File: config.mk
export PLATFORM = sky130hd
export DESIGN_NAME = axi4l_reg_slave_flat
export DESIGN_NICKNAME = d
export VERILOG_FILES = /design/src/rtl/axi4l_reg_slave_if.sv /design/src/rtl/axi4l_reg_slave.sv /design/src/flat_wrapper.sv
export SDC_FILE = /design/constraint.sdc
export NUM_CORES = 1
export LEC_CHECK = 0
export ABC_AREA = 1
export CAP_MARGIN = 20
export CORE_MARGIN = 1.5
export CORE_UTILIZATION = 38
export DETAILED_ROUTE_END_ITERATION = 8
export DONT_BUFFER_PORTS = 1
export PLACE_DENSITY = 0.59
export SYNTH_ARGS = -nofsm -noshare
export SYNTH_HDL_FRONTEND = slang
export SYNTH_SLANG_ARGS = --single-unit
File: constraint.sdc
create_clock -name ACLK -period 4.1 [get_ports ACLK]
set_input_delay 0 -clock ACLK [delete_from_list [all_inputs] [get_ports ACLK]]
set_output_delay 0 -clock ACLK [all_outputs]
set_load 0.005 [all_outputs]
File: src/rtl/axi4l_reg_slave_if.sv
// AXI4-Lite channel bundle between a bus master and the register slave.
interface axi4l_reg_slave_if #(
    parameter int ADDR_WIDTH = 4,
    parameter int DATA_WIDTH = 32
);
    logic [ADDR_WIDTH-1:0]   S_AXI_AWADDR;
    logic [2:0]              S_AXI_AWPROT;
    logic                    S_AXI_AWVALID;
    logic                    S_AXI_AWREADY;
    logic [DATA_WIDTH-1:0]   S_AXI_WDATA;
    logic [DATA_WIDTH/8-1:0] S_AXI_WSTRB;
    logic                    S_AXI_WVALID;
    logic                    S_AXI_WREADY;
    logic [1:0]              S_AXI_BRESP;
    logic                    S_AXI_BVALID;
    logic                    S_AXI_BREADY;
    logic [ADDR_WIDTH-1:0]   S_AXI_ARADDR;
    logic [2:0]              S_AXI_ARPROT;
    logic                    S_AXI_ARVALID;
    logic                    S_AXI_ARREADY;
    logic [DATA_WIDTH-1:0]   S_AXI_RDATA;
    logic [1:0]              S_AXI_RRESP;
    logic                    S_AXI_RVALID;
    logic                    S_AXI_RREADY;

    modport master (
        output S_AXI_AWADDR, S_AXI_AWPROT, S_AXI_AWVALID,
        input  S_AXI_AWREADY,
        output S_AXI_WDATA, S_AXI_WSTRB, S_AXI_WVALID,
        input  S_AXI_WREADY,
        input  S_AXI_BRESP, S_AXI_BVALID,
        output S_AXI_BREADY,
        output S_AXI_ARADDR, S_AXI_ARPROT, S_AXI_ARVALID,
        input  S_AXI_ARREADY,
        input  S_AXI_RDATA, S_AXI_RRESP, S_AXI_RVALID,
        output S_AXI_RREADY
    );

    modport slave (
        input  S_AXI_AWADDR, S_AXI_AWPROT, S_AXI_AWVALID,
        output S_AXI_AWREADY,
        input  S_AXI_WDATA, S_AXI_WSTRB, S_AXI_WVALID,
        output S_AXI_WREADY,
        output S_AXI_BRESP, S_AXI_BVALID,
        input  S_AXI_BREADY,
        input  S_AXI_ARADDR, S_AXI_ARPROT, S_AXI_ARVALID,
        output S_AXI_ARREADY,
        output S_AXI_RDATA, S_AXI_RRESP, S_AXI_RVALID,
        input  S_AXI_RREADY
    );
endinterface

File: src/rtl/axi4l_reg_slave.sv
// AXI4-Lite responder exposing four 32-bit control registers with byte strobes.
// AW and W may arrive in any order; one write and one read may be in flight.
module axi4l_reg_slave #(
    parameter int C_S_AXI_DATA_WIDTH = 32,
    parameter int C_S_AXI_ADDR_WIDTH = 4
) (
    input  logic                            ACLK,
    input  logic                            ARESET,
    axi4l_reg_slave_if.slave                s_axi,
    output logic [4*C_S_AXI_DATA_WIDTH-1:0] reg_out,
    output logic [3:0]                      reg_wr_pulse
);
    localparam int DW       = C_S_AXI_DATA_WIDTH;
    localparam int NUM_REGS = 4;

    logic          aw_held_q, aw_held_d;
    logic [1:0]    aw_idx_q, aw_idx_d;
    logic          w_held_q, w_held_d;
    logic [DW-1:0] w_data_q, w_data_d;
    logic [3:0]    w_strb_q, w_strb_d;
    logic          bvalid_q, bvalid_d;
    logic          rvalid_q, rvalid_d;
    logic [DW-1:0] rdata_q, rdata_d;
    logic [3:0]    pulse_q, pulse_d;
    logic [DW-1:0] regs_q [NUM_REGS];
    logic [DW-1:0] regs_d [NUM_REGS];

    logic          aw_hs, w_hs, ar_hs, commit;
    logic [1:0]    wr_idx;
    logic [DW-1:0] wr_data, wr_mask;
    logic [3:0]    wr_strb;
    logic          unused_ok;

    assign s_axi.S_AXI_AWREADY = !aw_held_q && !bvalid_q && !ARESET;
    assign s_axi.S_AXI_WREADY  = !w_held_q && !bvalid_q && !ARESET;
    assign s_axi.S_AXI_ARREADY = !rvalid_q && !ARESET;
    assign s_axi.S_AXI_BVALID  = bvalid_q;
    assign s_axi.S_AXI_BRESP   = 2'b00;
    assign s_axi.S_AXI_RVALID  = rvalid_q;
    assign s_axi.S_AXI_RDATA   = rdata_q;
    assign s_axi.S_AXI_RRESP   = 2'b00;

    assign aw_hs = s_axi.S_AXI_AWVALID && s_axi.S_AXI_AWREADY;
    assign w_hs  = s_axi.S_AXI_WVALID && s_axi.S_AXI_WREADY;
    assign ar_hs = s_axi.S_AXI_ARVALID && s_axi.S_AXI_ARREADY;

    assign reg_out      = {regs_q[3], regs_q[2], regs_q[1], regs_q[0]};
    assign reg_wr_pulse = pulse_q;

    assign unused_ok = ^{s_axi.S_AXI_AWPROT, s_axi.S_AXI_ARPROT,
                         s_axi.S_AXI_AWADDR[1:0], s_axi.S_AXI_ARADDR[1:0]};

    // Each half of a write comes from its held slot if already captured, else from the live bus.
    always_comb begin
        wr_idx  = aw_held_q ? aw_idx_q : s_axi.S_AXI_AWADDR[3:2];
        wr_data = w_held_q ? w_data_q : s_axi.S_AXI_WDATA;
        wr_strb = w_held_q ? w_strb_q : s_axi.S_AXI_WSTRB;
        commit  = (aw_held_q || aw_hs) && (w_held_q || w_hs);
        for (int b = 0; b < 4; b++) begin
            wr_mask[8*b +: 8] = {8{wr_strb[b]}};
        end

        aw_held_d = aw_held_q;
        aw_idx_d  = aw_idx_q;
        w_held_d  = w_held_q;
        w_data_d  = w_data_q;
        w_strb_d  = w_strb_q;
        bvalid_d  = bvalid_q;
        pulse_d   = 4'b0000;
        for (int i = 0; i < NUM_REGS; i++) begin
            regs_d[i] = regs_q[i];
        end

        if (aw_hs) begin
            aw_held_d = 1'b1;
            aw_idx_d  = s_axi.S_AXI_AWADDR[3:2];
        end
        if (w_hs) begin
            w_held_d = 1'b1;
            w_data_d = s_axi.S_AXI_WDATA;
            w_strb_d = s_axi.S_AXI_WSTRB;
        end
        if (bvalid_q && s_axi.S_AXI_BREADY) begin
            bvalid_d = 1'b0;
        end
        if (commit) begin
            aw_held_d       = 1'b0;
            w_held_d        = 1'b0;
            bvalid_d        = 1'b1;
            pulse_d[wr_idx] = 1'b1;
            regs_d[wr_idx]  = (regs_q[wr_idx] & ~wr_mask) | (wr_data & wr_mask);
        end
    end

    always_comb begin
        rvalid_d = rvalid_q;
        rdata_d  = rdata_q;
        if (ar_hs) begin
            rvalid_d = 1'b1;
            rdata_d  = regs_q[s_axi.S_AXI_ARADDR[3:2]];
        end else if (rvalid_q && s_axi.S_AXI_RREADY) begin
            rvalid_d = 1'b0;
        end
    end

    always_ff @(posedge ACLK) begin
        if (ARESET) begin
            aw_held_q <= 1'b0;
            aw_idx_q  <= 2'b00;
            w_held_q  <= 1'b0;
            w_data_q  <= '0;
            w_strb_q  <= 4'b0000;
            bvalid_q  <= 1'b0;
            rvalid_q  <= 1'b0;
            rdata_q   <= '0;
            pulse_q   <= 4'b0000;
            for (int i = 0; i < NUM_REGS; i++) begin
                regs_q[i] <= '0;
            end
        end else begin
            aw_held_q <= aw_held_d;
            aw_idx_q  <= aw_idx_d;
            w_held_q  <= w_held_d;
            w_data_q  <= w_data_d;
            w_strb_q  <= w_strb_d;
            bvalid_q  <= bvalid_d;
            rvalid_q  <= rvalid_d;
            rdata_q   <= rdata_d;
            pulse_q   <= pulse_d;
            for (int i = 0; i < NUM_REGS; i++) begin
                regs_q[i] <= regs_d[i];
            end
        end
    end
endmodule

File: src/flat_wrapper.sv
// flat-port wrapper written by rule: the top's interface ports become plain ports
module axi4l_reg_slave_flat 
#(
    parameter int C_S_AXI_DATA_WIDTH = 32,
    parameter int C_S_AXI_ADDR_WIDTH = 4
)
  (ACLK, ARESET, reg_out, reg_wr_pulse, s_axi_S_AXI_AWADDR, s_axi_S_AXI_AWPROT, s_axi_S_AXI_AWVALID, s_axi_S_AXI_AWREADY, s_axi_S_AXI_WDATA, s_axi_S_AXI_WSTRB, s_axi_S_AXI_WVALID, s_axi_S_AXI_WREADY, s_axi_S_AXI_BRESP, s_axi_S_AXI_BVALID, s_axi_S_AXI_BREADY, s_axi_S_AXI_ARADDR, s_axi_S_AXI_ARPROT, s_axi_S_AXI_ARVALID, s_axi_S_AXI_ARREADY, s_axi_S_AXI_RDATA, s_axi_S_AXI_RRESP, s_axi_S_AXI_RVALID, s_axi_S_AXI_RREADY);
  axi4l_reg_slave_if #(.ADDR_WIDTH(4), .DATA_WIDTH(32)) s_axi_i ();
  input  logic ACLK;
  input  logic ARESET;
  output logic [4*C_S_AXI_DATA_WIDTH-1:0] reg_out;
  output logic [3:0] reg_wr_pulse;
  input wire logic [$bits(s_axi_i.S_AXI_AWADDR)-1:0] s_axi_S_AXI_AWADDR;
  input wire logic [$bits(s_axi_i.S_AXI_AWPROT)-1:0] s_axi_S_AXI_AWPROT;
  input wire logic [$bits(s_axi_i.S_AXI_AWVALID)-1:0] s_axi_S_AXI_AWVALID;
  output wire logic [$bits(s_axi_i.S_AXI_AWREADY)-1:0] s_axi_S_AXI_AWREADY;
  input wire logic [$bits(s_axi_i.S_AXI_WDATA)-1:0] s_axi_S_AXI_WDATA;
  input wire logic [$bits(s_axi_i.S_AXI_WSTRB)-1:0] s_axi_S_AXI_WSTRB;
  input wire logic [$bits(s_axi_i.S_AXI_WVALID)-1:0] s_axi_S_AXI_WVALID;
  output wire logic [$bits(s_axi_i.S_AXI_WREADY)-1:0] s_axi_S_AXI_WREADY;
  output wire logic [$bits(s_axi_i.S_AXI_BRESP)-1:0] s_axi_S_AXI_BRESP;
  output wire logic [$bits(s_axi_i.S_AXI_BVALID)-1:0] s_axi_S_AXI_BVALID;
  input wire logic [$bits(s_axi_i.S_AXI_BREADY)-1:0] s_axi_S_AXI_BREADY;
  input wire logic [$bits(s_axi_i.S_AXI_ARADDR)-1:0] s_axi_S_AXI_ARADDR;
  input wire logic [$bits(s_axi_i.S_AXI_ARPROT)-1:0] s_axi_S_AXI_ARPROT;
  input wire logic [$bits(s_axi_i.S_AXI_ARVALID)-1:0] s_axi_S_AXI_ARVALID;
  output wire logic [$bits(s_axi_i.S_AXI_ARREADY)-1:0] s_axi_S_AXI_ARREADY;
  output wire logic [$bits(s_axi_i.S_AXI_RDATA)-1:0] s_axi_S_AXI_RDATA;
  output wire logic [$bits(s_axi_i.S_AXI_RRESP)-1:0] s_axi_S_AXI_RRESP;
  output wire logic [$bits(s_axi_i.S_AXI_RVALID)-1:0] s_axi_S_AXI_RVALID;
  input wire logic [$bits(s_axi_i.S_AXI_RREADY)-1:0] s_axi_S_AXI_RREADY;
  assign s_axi_i.S_AXI_AWADDR = s_axi_S_AXI_AWADDR;
  assign s_axi_i.S_AXI_AWPROT = s_axi_S_AXI_AWPROT;
  assign s_axi_i.S_AXI_AWVALID = s_axi_S_AXI_AWVALID;
  assign s_axi_S_AXI_AWREADY = s_axi_i.S_AXI_AWREADY;
  assign s_axi_i.S_AXI_WDATA = s_axi_S_AXI_WDATA;
  assign s_axi_i.S_AXI_WSTRB = s_axi_S_AXI_WSTRB;
  assign s_axi_i.S_AXI_WVALID = s_axi_S_AXI_WVALID;
  assign s_axi_S_AXI_WREADY = s_axi_i.S_AXI_WREADY;
  assign s_axi_S_AXI_BRESP = s_axi_i.S_AXI_BRESP;
  assign s_axi_S_AXI_BVALID = s_axi_i.S_AXI_BVALID;
  assign s_axi_i.S_AXI_BREADY = s_axi_S_AXI_BREADY;
  assign s_axi_i.S_AXI_ARADDR = s_axi_S_AXI_ARADDR;
  assign s_axi_i.S_AXI_ARPROT = s_axi_S_AXI_ARPROT;
  assign s_axi_i.S_AXI_ARVALID = s_axi_S_AXI_ARVALID;
  assign s_axi_S_AXI_ARREADY = s_axi_i.S_AXI_ARREADY;
  assign s_axi_S_AXI_RDATA = s_axi_i.S_AXI_RDATA;
  assign s_axi_S_AXI_RRESP = s_axi_i.S_AXI_RRESP;
  assign s_axi_S_AXI_RVALID = s_axi_i.S_AXI_RVALID;
  assign s_axi_i.S_AXI_RREADY = s_axi_S_AXI_RREADY;
  axi4l_reg_slave #(.C_S_AXI_DATA_WIDTH(C_S_AXI_DATA_WIDTH), .C_S_AXI_ADDR_WIDTH(C_S_AXI_ADDR_WIDTH)) u_core (.ACLK(ACLK), .ARESET(ARESET), .s_axi(s_axi_i), .reg_out(reg_out), .reg_wr_pulse(reg_wr_pulse));
endmodule
# Word-level counts from Yosys, hierarchy flattened
# Memories as Yosys holds them, arrays and structs flattened. A register that Yosys moved wholly into a read port is not among the register bits.
# Index checks and enable logic that the tools add are counted.
dict set report word_totals {
  memories 1
  out_inout_bits 173
  ram_bits 128
  ff_bits 46
  elab_cells 67
}
dict set report op_classes {
  mux 20
  n_reduce_logical 24
  bitwise 10
  n_lt_le_gt_ge 4
}
# memory depth width rd rd_clocked_by_memory_dff write_ports line_no
set mem_list {}
lappend mem_list {u_core.regs_q 4 32 6 1 4 axi4l_reg_slave.sv:25} ;# logic [DW-1:0] regs_q [NUM_REGS];
# operator count
set op_table {}
lappend op_table {{$mux 32} 6}
lappend op_table {{$bwmux 128} 1}
lappend op_table {{$mux 128} 1}
lappend op_table {{$and 32x32->32} 2}
lappend op_table {{$demux 32 s2} 1}
lappend op_table {{$not 32->32} 1}
lappend op_table {{$or 32x32->32} 1}
lappend op_table {{$logic_and 1x1->1} 13}
lappend op_table {{$mux 1} 8}
lappend op_table {{$logic_not 1->1} 5}
lappend op_table {{$mux 4} 1}
lappend op_table {{$or 1x1->1} 4}
lappend op_table {{$reduce_bool 2->1} 2}
lappend op_table {{$reduce_or 2->1} 2}
lappend op_table {{$ge 3x3->1 const B} 1}
lappend op_table {{$lt 2x3->1 const B} 1}
lappend op_table {{$lt 3x1->1 const B} 1}
lappend op_table {{$not 2->3} 1}
lappend op_table {{$demux 1 s2} 1}
lappend op_table {{$ge 2x1->1 const B} 1}
lappend op_table {{$logic_or 1x1->1} 2}
lappend op_table {{$mux 2} 1}
lappend op_table {{$not 1->1} 1}

# Longest topological paths before layout
# Gate-level depths: netlist of run 1.
dict set report logic_depth {
  depth_word 9
  mapped_depth 10
  depth_no_buf 9
}

# Worst setup path before layout of run 1
# OpenSTA, ideal clock, no wires.
dict set report synth_path {
  path_type {reg-to-reg}
  start {reg u_core.w_held_q}
  end {mem u_core.regs_q[0][0] (netlist bit)}
  stages_incl_launch_ff 9
  arrival_ps 1311
  path_slack_ps 2669
  synth_period_minus_slack_ps 1431
  cell_sequence {dfxtp_1 buf_2 buf_2 o21a_1 buf_2 inv_1 nand3_1 nand2_1 a21oi_1}
}
# element line_no
set synth_lines {}
lappend synth_lines {{from (decl)} axi4l_reg_slave.sv:18} ;# logic w_held_q, w_held_d;
lappend synth_lines {{from (signal assigned)} axi4l_reg_slave.sv:123} ;# w_held_q <= w_held_d;
lappend synth_lines {{to (decl)} axi4l_reg_slave.sv:25}

==> metrics.md, run 1 <==
| Metric | Value |
|---|---|
| Yosys warning count | `0` |
| RSZ-0062 raised after global routing | `no` |
| Antenna Cells | `0` |
| Number of DRC markers in iteration 0 | `940` |
| Final-layout fill cell count | `2771` |
| Max Fclk | `353 MHz` |
| Placed Instances | `1854` |
| Crit path cell chain | `buf_4 -> inv_2 -> nand3_2 -> nand2_2 -> nand3_2 -> inv_1 -> buf_4 -> a21oi_1` |
| Area growth from synthesis to layout | `17.5%` |
| Die Footprint | `28500 um2` |
| Post-DP HPWL | `23500 um` |
| Avg WL per Cell | `19.8 um` |
| Share of cells above drive strength 1 | `4.80%` |
| Critical path's slowest cell | `inv_2` |
| Initial antenna violation count | `1` |
| Clk_lat worst skew | `530 ps` |
| Max_slew headroom | `40.4%` |
| Power per Cell Area | `424 nW/um2` |
| CP required | `4510 ps` |
| Die X | `169 um` |
| Critical path class | `reg2reg` |
| Crit path from | `u_core.w_held_q` |
| Top-area cell type share of the netlist area | `39.5%` |
| Mapped cell area | `10400 um2` |
| Switching power | `1.52 mW` |
| Asr flop ratio synth | `0%` |
| Pin count of the biggest net entering global routing | `110` |
| Clock buffer count from CTS | `25` |
| Effective utilization at floorplan | `38.7%` |
| Die Height | `169 um` |
| WHS Path Cells | `3` |
| Clk slew on worst S/H paths | `60 ps` |
| Postcts setup bufs | `0` |
| Comb pwr share | `14.8%` |
| Lkg Pwr | `5.57 nW` |
| Antenna Nets Post-Route | `0` |
| Clock sink total | `206` |
| Post-synthesis sequential area ratio | `39.5%` |
| Port Buf Inserts | `0` |
| Placed cell area | `10500 um2` |
| Synth Register Bits | `206` |
| Seq pwr share | `42.3%` |
| Top area cells in the synthesized netlist | `dfxtp_1, nand2_1, a21oi_1, nand3_1, inv_1` |
| Std cell rows | `60` |
| Max Slew Vio Count | `0` |
| Maximum root-to-sink buffer count | `3` |
| RR Endpoint | `u_core.regs_q[3][12]` |
| Switching Fraction | `29.4%` |
| Final WS setup | `1270 ps` |
| Least-Margin Pin Slew | `895 ps` |
| Top cells by count, synth | `nand2_1, dfxtp_1, a21oi_1, nand3_1, inv_1` |
| Period utilisation layout | `69.1%` |
| First-pass GRT wire length | `59500 um` |
| Register area | `4120 um2` |
| Cells after synthesis | `1617` |
| Avg Inst Size Synth | `6.45 um2` |
| Peak VDD IR | `236 uV` |
| Count of different cell masters after synthesis | `22` |
| Core Footprint | `27000 um2` |
| Final setup fails | `0` |
| Hold Startpoint | `s_axi_S_AXI_ARADDR[3]` |
| Gr ovfl total | `0` |
| Worst Clk Skew | `21.7 ps` |
| Via density | `5.37` |
| Multi-input logic area | `5140 um2` |
| Worst reg2reg setup slack | `1270 ps` |
| Clock share of power | `42.9%` |
| Status | `finished clean` |
| Aggregate negative setup slack | `0 ps` |
| Total routed wirelength | `39300 um` |
| IO Pins | `230` |
| CP endpoint kind | `register` |
| Place WS | `1300 ps` |
| Final-report hold violation count | `0` |
| DRC | `0` |
| Largest stage delay on the critical path | `620 ps` |
| Design area | `12300 um2` |
| Worst-case reg-to-reg path depth | `8` |
| Critical path arrival | `3250 ps` |
| Vias in the first global route | `9854` |
| Ys flop type | `dfxtp_1` |
| CP Max Fanout | `50` |
| Worst Hold Class | `in2reg` |
| Largest area contributor in the netlist | `dfxtp_1` |
| CTS tree | `yes` |
| Hold_buf cts | `88` |
| Most frequent cell after synthesis | `nand2_1` |
| Final min period | `2830 ps` |
| Root Buffer | `clkbuf_16` |
| Vias | `10700` |
| Max-cap violations | `0` |
| CP startpoint kind | `register` |
| H-tree depth | `1` |
| Non-Filler Instances | `1987` |
| Worst setup endpoint | `u_core.regs_q[3][12]` |
| Tot GR Track Use | `26.9%` |
| GP Congestion | `0.810` |
| CTS resizes | `0` |
| Post-synth EDFFs | `0` |
| Final #Nets | `1687` |
| Int Pwr | `3.67 mW` |
| TritonRoute pass-1 iters | `7` |
| RR Startpoint | `u_core.w_held_q` |
-- worst max-delay path, delay by kind of cell (launching register included) --
| family | cells | cell delay (ps) |
|---|---|---|
| buffers and inverters | 4 | 1790 |
| flip-flops | 1 | 290 |
| AND/OR/NAND/NOR | 3 | 480 |
| AO/OA/AOI/OAI | 1 | 110 |
-- metrics by stage --
step                      hold slack, ps  power [mW]  utilization [%]
after floorplan                     34.2        2.70                -
after global placement              53.2        2.88             38.9
after detailed placement            52.7        2.89             38.9
after CTS                           2.13        5.21             45.4
after global routing                36.3        5.39             45.5
final                               14.0        5.19             45.5
-- worst min-delay path by stage --
stage                              endpoint  slack, ps
3_3_place_gp            s_axi_S_AXI_AWREADY         50
3_5_place_dp            s_axi_S_AXI_AWREADY         50
6_report       u_core.s_axi.S_AXI_RDATA[17]         10
5_1_grt        u_core.s_axi.S_AXI_RDATA[13]         40
2_1_floorplan           s_axi_S_AXI_ARREADY         30
4_1_cts                u_core.regs_q[0][12]          2
-- power by group through the flow --
stage	clock network (mW)	logic, mW	registers [mW]
floorplan	0	0.502	2.20
global placement	0	0.646	2.24
detailed placement	0	0.652	2.24
CTS	2.26	0.753	2.20
global route	2.33	0.852	2.21
finish	2.23	0.768	2.20
-- state kept, by name (all words and copies together) (netlist names) --
register	cells
u_core.aw_held_q	1
u_core.aw_idx_q	2
u_core.reg_wr_pulse	4
u_core.regs_q	128
u_core.s_axi.S_AXI_BVALID	1
u_core.s_axi.S_AXI_RDATA	32
u_core.s_axi.S_AXI_RVALID	1
u_core.w_data_q	32
u_core.w_held_q	1
u_core.w_strb_q	4
-- logic make-up (layout without fill, tap and decap cells) --
family / Yosys count / count (layout) / synth area share [%]
AO/OA/AOI/OAI: 335 / 335 / 18.1
buffers and inverters: 295 / 321 / 11.5
flip-flops: 206 / 206 / 39.5
other: 1 / 4 / 0.0359
AND/OR/NAND/NOR: 780 / 780 / 30.8
-- layer usage --
metal,GRT usage [%],routed length (um)
met1,38.3,17800
met2,41.6,17300
met3,5.92,3530
met4,5.78,614
met5,0,0
-- cells in the final DEF, fill, tap and decap left out --
cell and count:
a211oi_1 32, a21oi_1 199, buf_12 3, buf_16 2, buf_4 19, bufinv_16 2, clkbuf_1 7, clkbuf_16 25
clkbuf_8 5, clkinv_2 2, clkinvlp_4 1, conb_1 4, dfxtp_1 206, dlygate4sd3_1 86, inv_1 162, inv_2 5
inv_6 2, nand2_1 526, nand2_2 6, nand3_1 199, nand3_2 5, nor2_1 42, nor3_1 1, nor3_2 1
o211ai_1 16, o21a_1 4, o21ai_0 51, o21ai_4 1, o31ai_1 32
-- layout make-up --
cell class                      instances  area share, %
Clock buffer                           37           5.88
Clock inverter                          6          0.704
Inverter                              168           5.19
Timing Repair Buffer                  110           9.13
Multi-Input combinational cell       1119           42.0
Sequential cell                       206           33.6
Tap cell                              341           3.48
Power figures use the tool's default switching activity.
==> inputs of run 2 (changes only) <==
Settings changed: ABC_AREA 1 to 0.
Clock period 4.1 ns to 2.9 ns, I/O delays scaled along.
==> run 2 against run 1 <==
  * Utilization decreased by 1.1 points
  * Highest routed layer unchanged
  * Sequential power up 35%
  * Hold slack gained 2.5 ps
  * Via count decreased by 3.6%
  * Register-to-register slack got worse by 1100 ps
  * Largest cell class unchanged
==> metrics.md, run 2 <==
| Metric | Value |
|---|---|
| Cells after synthesis | `1273` |
| Tot GR Track Use | `25.0%` |
| H-tree depth | `1` |
| Clk_lat worst skew | `550 ps` |
| Top area cells in the synthesized netlist | `dfxtp_1, nand3b_1, nand2_1, o211ai_2, mux4_2` |
| Power per Cell Area | `501 nW/um2` |
| Mapped cell area | `11700 um2` |
| Largest area contributor in the netlist | `dfxtp_1` |
| Die Height | `178 um` |
| Critical path class | `reg2reg` |
| First-pass GRT wire length | `60800 um` |
| Post-synthesis sequential area ratio | `35.3%` |
| CP Max Fanout | `29` |
| Port Buf Inserts | `0` |
| Die Footprint | `31800 um2` |
| Fin Hold WS | `16.5 ps` |
| Commonest non-fill, non-tap cell in the layout | `nand2_1` |
| Top cells by count, synth | `nand2_1, dfxtp_1, nand3b_1` |
| Most frequent cell after synthesis | `nand2_1` |
| Total routed wirelength | `41700 um` |
| Synth Register Bits | `206` |
| CP startpoint kind | `register` |
| Post-layout util | `44.4%` |
| Final setup fails | `0` |
| Via density | `6.08` |
| Most frequent cells in the layout | `nand2_1, dfxtp_1, nand3b_1` |
| Max_slew headroom | `22.4%` |
| Antenna Nets Post-Route | `0` |
| RSZ-0062 raised after global routing | `no` |
| Asr flop ratio synth | `0%` |
| Max Fclk | `367 MHz` |
| Peak VDD IR | `412 uV` |
| Final min period | `2730 ps` |
| IO Pins | `230` |
| Critical path arrival | `3190 ps` |
| Max FFs per register | `128` |
| Maximum root-to-sink buffer count | `3` |
| Worst-case reg-to-reg path depth | `5` |
| DRC | `0` |
| Most flop-heavy register | `u_core.regs_q` |
| Status | `finished clean` |
| Gr ovfl total | `0` |
| Least-Margin Pin Slew | `1160 ps` |
| Antenna Cells | `0` |
| Top-area cell type share of the netlist area | `35.3%` |
| Clock sink total | `206` |
| Postcts setup bufs | `0` |
| Clk slew on worst S/H paths | `60 ps` |
| Initial antenna violation count | `0` |
| Clock buffer count from CTS | `25` |
| Worst Hold Class | `in2reg` |
| Count of different cell masters after synthesis | `37` |
| Post-synth EDFFs | `0` |
| Period utilisation layout | `94.0%` |
| Final-report hold violation count | `0` |
| Core Footprint | `30400 um2` |
| Avg WL per Cell | `24.6 um` |
| Ys flop type | `dfxtp_1` |
| CP endpoint kind | `register` |
| Worst Clk Skew | `35.0 ps` |
| CP required | `3360 ps` |
| Vias in the first global route | `9512` |
| Share of cells above drive strength 1 | `18.5%` |
| CTS resizes | `0` |
| Max Slew Vio Count | `0` |
| Die X | `178 um` |
| Root Buffer | `clkbuf_16` |
| Std cell rows | `64` |
| TritonRoute pass-1 iters | `5` |
| Final-layout fill cell count | `2952` |
| Number of DRC markers in iteration 0 | `787` |
| Lkg Pwr | `4.36 nW` |
| Final #Nets | `1336` |
| Max-cap violations | `0` |
| Yosys warning count | `0` |
| Avg Inst Size Synth | `9.18 um2` |
| Area growth from synthesis to layout | `15.5%` |
| Pin count of the biggest net entering global routing | `223` |
| Post-DP HPWL | `26100 um` |
| Vias | `10300` |
| Effective utilization at floorplan | `38.4%` |
| Aggregate negative setup slack | `0 ps` |
| GP Congestion | `0.829` |
| CTS tree | `yes` |
| WHS Path Cells | `4` |
==> run 2: cell count changes after synthesis, moves of 54 or more <==
cell      delta
a21boi_0    +91
nand3b_1   +141
nand3_1    -165
o211ai_2    +58
nand2_1    -293
a21oi_1    -127
o211ai_1    +54
inv_1      -161
==> run 2: power by group <==
part / leakage (nW) / total [mW] / internal (mW) / switching [mW]
clock: 0.406 / 3.13 / 1.85 / 1.28
sequential: 1.67 / 2.96 / 2.88 / 0.0708
combinational: 2.29 / 0.678 / 0.263 / 0.416
total: 4.36 / 6.76 / 4.99 / 1.77
==> run 2: final timing paths <==
check | end | slack (ps) | from
max reg2reg | u_core.reg_wr_pulse[0] | 170 | u_core.aw_held_q
min reg2reg | u_core.w_data_q[11] | 450 | u_core.w_data_q[11]
min | u_core.s_axi.S_AXI_RDATA[3] | 20 | s_axi_S_AXI_ARADDR[3]
max | u_core.reg_wr_pulse[0] | 170 | u_core.aw_held_q
==> run 2: routing by layer <==
layer	wire (um)	vias up	global-route usage, %
met5	0	-	0
met4	1310	0	8.06
met3	3930	91	6.65
met2	18600	474	38.7
met1	17800	5048	33.8
li1	-	4680	-
==> run 2: area by class of cell <==
type                       count  area [um2]  area share, %
multi-input combinational    933        6940           51.4
sequential                   206        4130           30.6
timing repair buffer         112        1120           8.30
clock buffer                  36         737           5.46
tap                          396         495           3.67
clock inverter                 8        76.3          0.565
inverter                       1        3.75         0.0278
==> run 2: critical path, cell delays in order, from the launching register on <==
cell,delay [ps]
dfxtp_1,570
or3b_1,640
a211o_2,390
buf_4,270
nor2_1,170
dlygate4sd3_1,580
==> run 2: cells by family (layout without fill, tap and decap cells) <==
logic type / after synthesis / after routing / synth area share [%]
other cells: 1 / 4 / 0.0321
mux: 32 / 32 / 6.17
compound gates: 407 / 408 / 29.6
flops: 206 / 206 / 35.3
simple gates: 489 / 489 / 23.1
buf+inv: 138 / 157 / 5.82
==> run 2: metrics by stage <==
step                      instances  worst slack [ps]  total power [mW]  instance area (um2)
after floorplan                1276              1090              3.43                11700
after global placement         1571               499              3.51                11900
after detailed placement       1571               455              3.51                11900
after CTS                      1691               118              6.80                13500
after global routing           1692               113              6.98                13500
final                          1692               173              6.76                13500
==> run 2: what timing repair did <==
action,CTS,global route
setup endpoints to repair,0,1
endpoints found under the hold margin,206,0
hold buffers,76,0
==> inputs of run 3 (changes only) <==
Settings changed: CORE_MARGIN 1.5 to 2, PLACE_DENSITY 0.59 to 0.52, RECOVER_POWER set to 50.
==> run 3 against run 2 <==
  * First-iteration DRC count decreased by 7.4%
  * Via count down 0.17%
  * Cell count is 0.65% higher
  * Highest routed layer unchanged
  * Setup slack lost 36 ps
  * Sequential power about the same
  * Largest cell class unchanged
  * Clock skew is 22 ps lower
  * Non-clock buffer count up 7
==> metrics.md, run 3 (synthesis results as in run 2) <==
| Metric | Value |
|---|---|
| Status | `finished clean` |
| Gr ovfl total | `0` |
| Max-cap violations | `0` |
| Worst-case reg-to-reg path depth | `4` |
| CP startpoint kind | `register` |
| IO Pins | `230` |
| Clock buffer count from CTS | `26` |
| Vias | `10300` |
| M1 WL | `19000 um` |
| Number of DRC markers in iteration 0 | `729` |
| GP Congestion | `0.793` |
| Clock sink total | `206` |
| Power per Cell Area | `518 nW/um2` |
| CP endpoint kind | `register` |
| Routed wl met2 | `18800 um` |
| Root Buffer | `clkbuf_16` |
| Die Footprint | `32200 um2` |
| Most frequent cells in the layout | `nand2_1, dfxtp_1, nand3b_1` |
| Maximum root-to-sink buffer count | `3` |
| Antenna Cells | `0` |
| Aggregate negative setup slack | `0 ps` |
| Tot GR Track Use | `25.2%` |
| Final-report hold violation count | `0` |
| Via density | `6.03` |
| Port Buf Inserts | `0` |
| Commonest non-fill, non-tap cell in the layout | `nand2_1` |
| First-pass GRT wire length | `61800 um` |
| TritonRoute pass-1 iters | `5` |
| Post-DP HPWL | `25800 um` |
| Placed Instances | `1566` |
| Die X | `179 um` |
| H-tree depth | `1` |
| Vias in the first global route | `9601` |
| Met3 wire len | `3860 um` |
| Antenna Nets Post-Route | `0` |
| Final-layout fill cell count | `2966` |
| Peak VDD IR | `480 uV` |
| Critical path class | `reg2reg` |
| Period utilisation layout | `95.3%` |
| Max FFs per register | `128` |
| Core Footprint | `30400 um2` |
| Total routed wirelength | `42500 um` |
| Initial antenna violation count | `0` |
| Lkg Pwr | `4.50 nW` |
| Final #Nets | `1344` |
| Least-Margin Pin Slew | `1220 ps` |
| Max_slew headroom | `18.7%` |
| Most flop-heavy register | `u_core.regs_q` |
| Avg WL per Cell | `25.0 um` |
| RSZ-0062 raised after global routing | `no` |
| Critical path arrival | `3180 ps` |
| Highest routed layer | `met4` |
| Clk slew on worst S/H paths | `60 ps` |
| DRC | `0` |
| Std cell rows | `64` |
| Worst Clk Skew | `12.9 ps` |
| Area growth from synthesis to layout | `17.0%` |
| Pin count of the biggest net entering global routing | `222` |
| Clk_lat worst skew | `540 ps` |
| CP required | `3320 ps` |
| CP Max Fanout | `65` |
| Die Height | `179 um` |
| Final setup fails | `0` |
| Worst Hold Class | `in2reg` |
| WHS Path Cells | `4` |
| Share of cells above drive strength 1 | `18.3%` |
| Worst reg2reg setup slack | `140 ps` |
| Final min period | `2760 ps` |
| CTS tree | `yes` |
| Non-Filler Instances | `1703` |
| Fin Hold WS | `13.6 ps` |
| Effective utilization at floorplan | `38.4%` |
| Max Fclk | `362 MHz` |
| Max Slew Vio Count | `0` |
run 3: report_power, final:
part	internal, mW	switching, mW
sequential	2.88	0.0688
combinational	0.269	0.426
clock	2.12	1.31
run 3: cell type report:
cell class                      instances  area, um2  share of cell area, %
Timing Repair Buffer                  119       1190                   8.72
Clock buffer                           41        828                   6.05
Clock inverter                          7       85.1                  0.622
Multi-Input combinational cell        933       6950                   50.8
Tap cell                              396        495                   3.62
Sequential cell                       206       4130                   30.1
Inverter                                1       3.75                 0.0274
run 3: worst max-delay path: stages, from the launching register on:
cell	delay, ps
dfxtp_1	430
o22ai_2	720
a211o_4	830
nor2_1	60
dlygate4sd3_1	580
run 3: worst paths after layout:
check / start / end
min: s_axi_S_AXI_ARADDR[3] / u_core.s_axi.S_AXI_RDATA[28]
max: u_core.aw_held_q / u_core.reg_wr_pulse[0]
min reg2reg: u_core.s_axi.S_AXI_RDATA[5] / u_core.s_axi.S_AXI_RDATA[5]
max reg2reg: u_core.aw_held_q / u_core.reg_wr_pulse[0]
run 3: repair_timing:
| action | CTS | global route |
|---|---|---|
| setup endpoints to repair | 0 | 37 |
| gates resized for setup | 0 | 1 |
| setup buffers | 0 | 0 |
| endpoints found under the hold margin | 206 | 2 |
| hold buffers | 86 | 2 |
run 3: routing by layer:
| layer | track usage, % | vias to the layer above |
|---|---|---|
| met5 | 0 | - |
| met4 | 6.28 | 0 |
| met1 | 36.1 | 5090 |
| met3 | 6.03 | 60 |
| met2 | 38.2 | 419 |
| li1 | - | 4707 |
run 3: through the flow:
| step | util, % | total power, mW | setup slack, ps | instance area [um2] |
|---|---|---|---|---|
| after global routing | 45.0 | 7.29 | 8.80 | 13700 |
| after detailed placement | 38.9 | 3.52 | 395 | 11800 |
| after global placement | 38.9 | 3.52 | 398 | 11800 |
| final | 45.0 | 7.08 | 137 | 13700 |
| after floorplan | - | 3.43 | 1090 | 11700 |
| after CTS | 44.9 | 7.13 | 92.4 | 13700 |
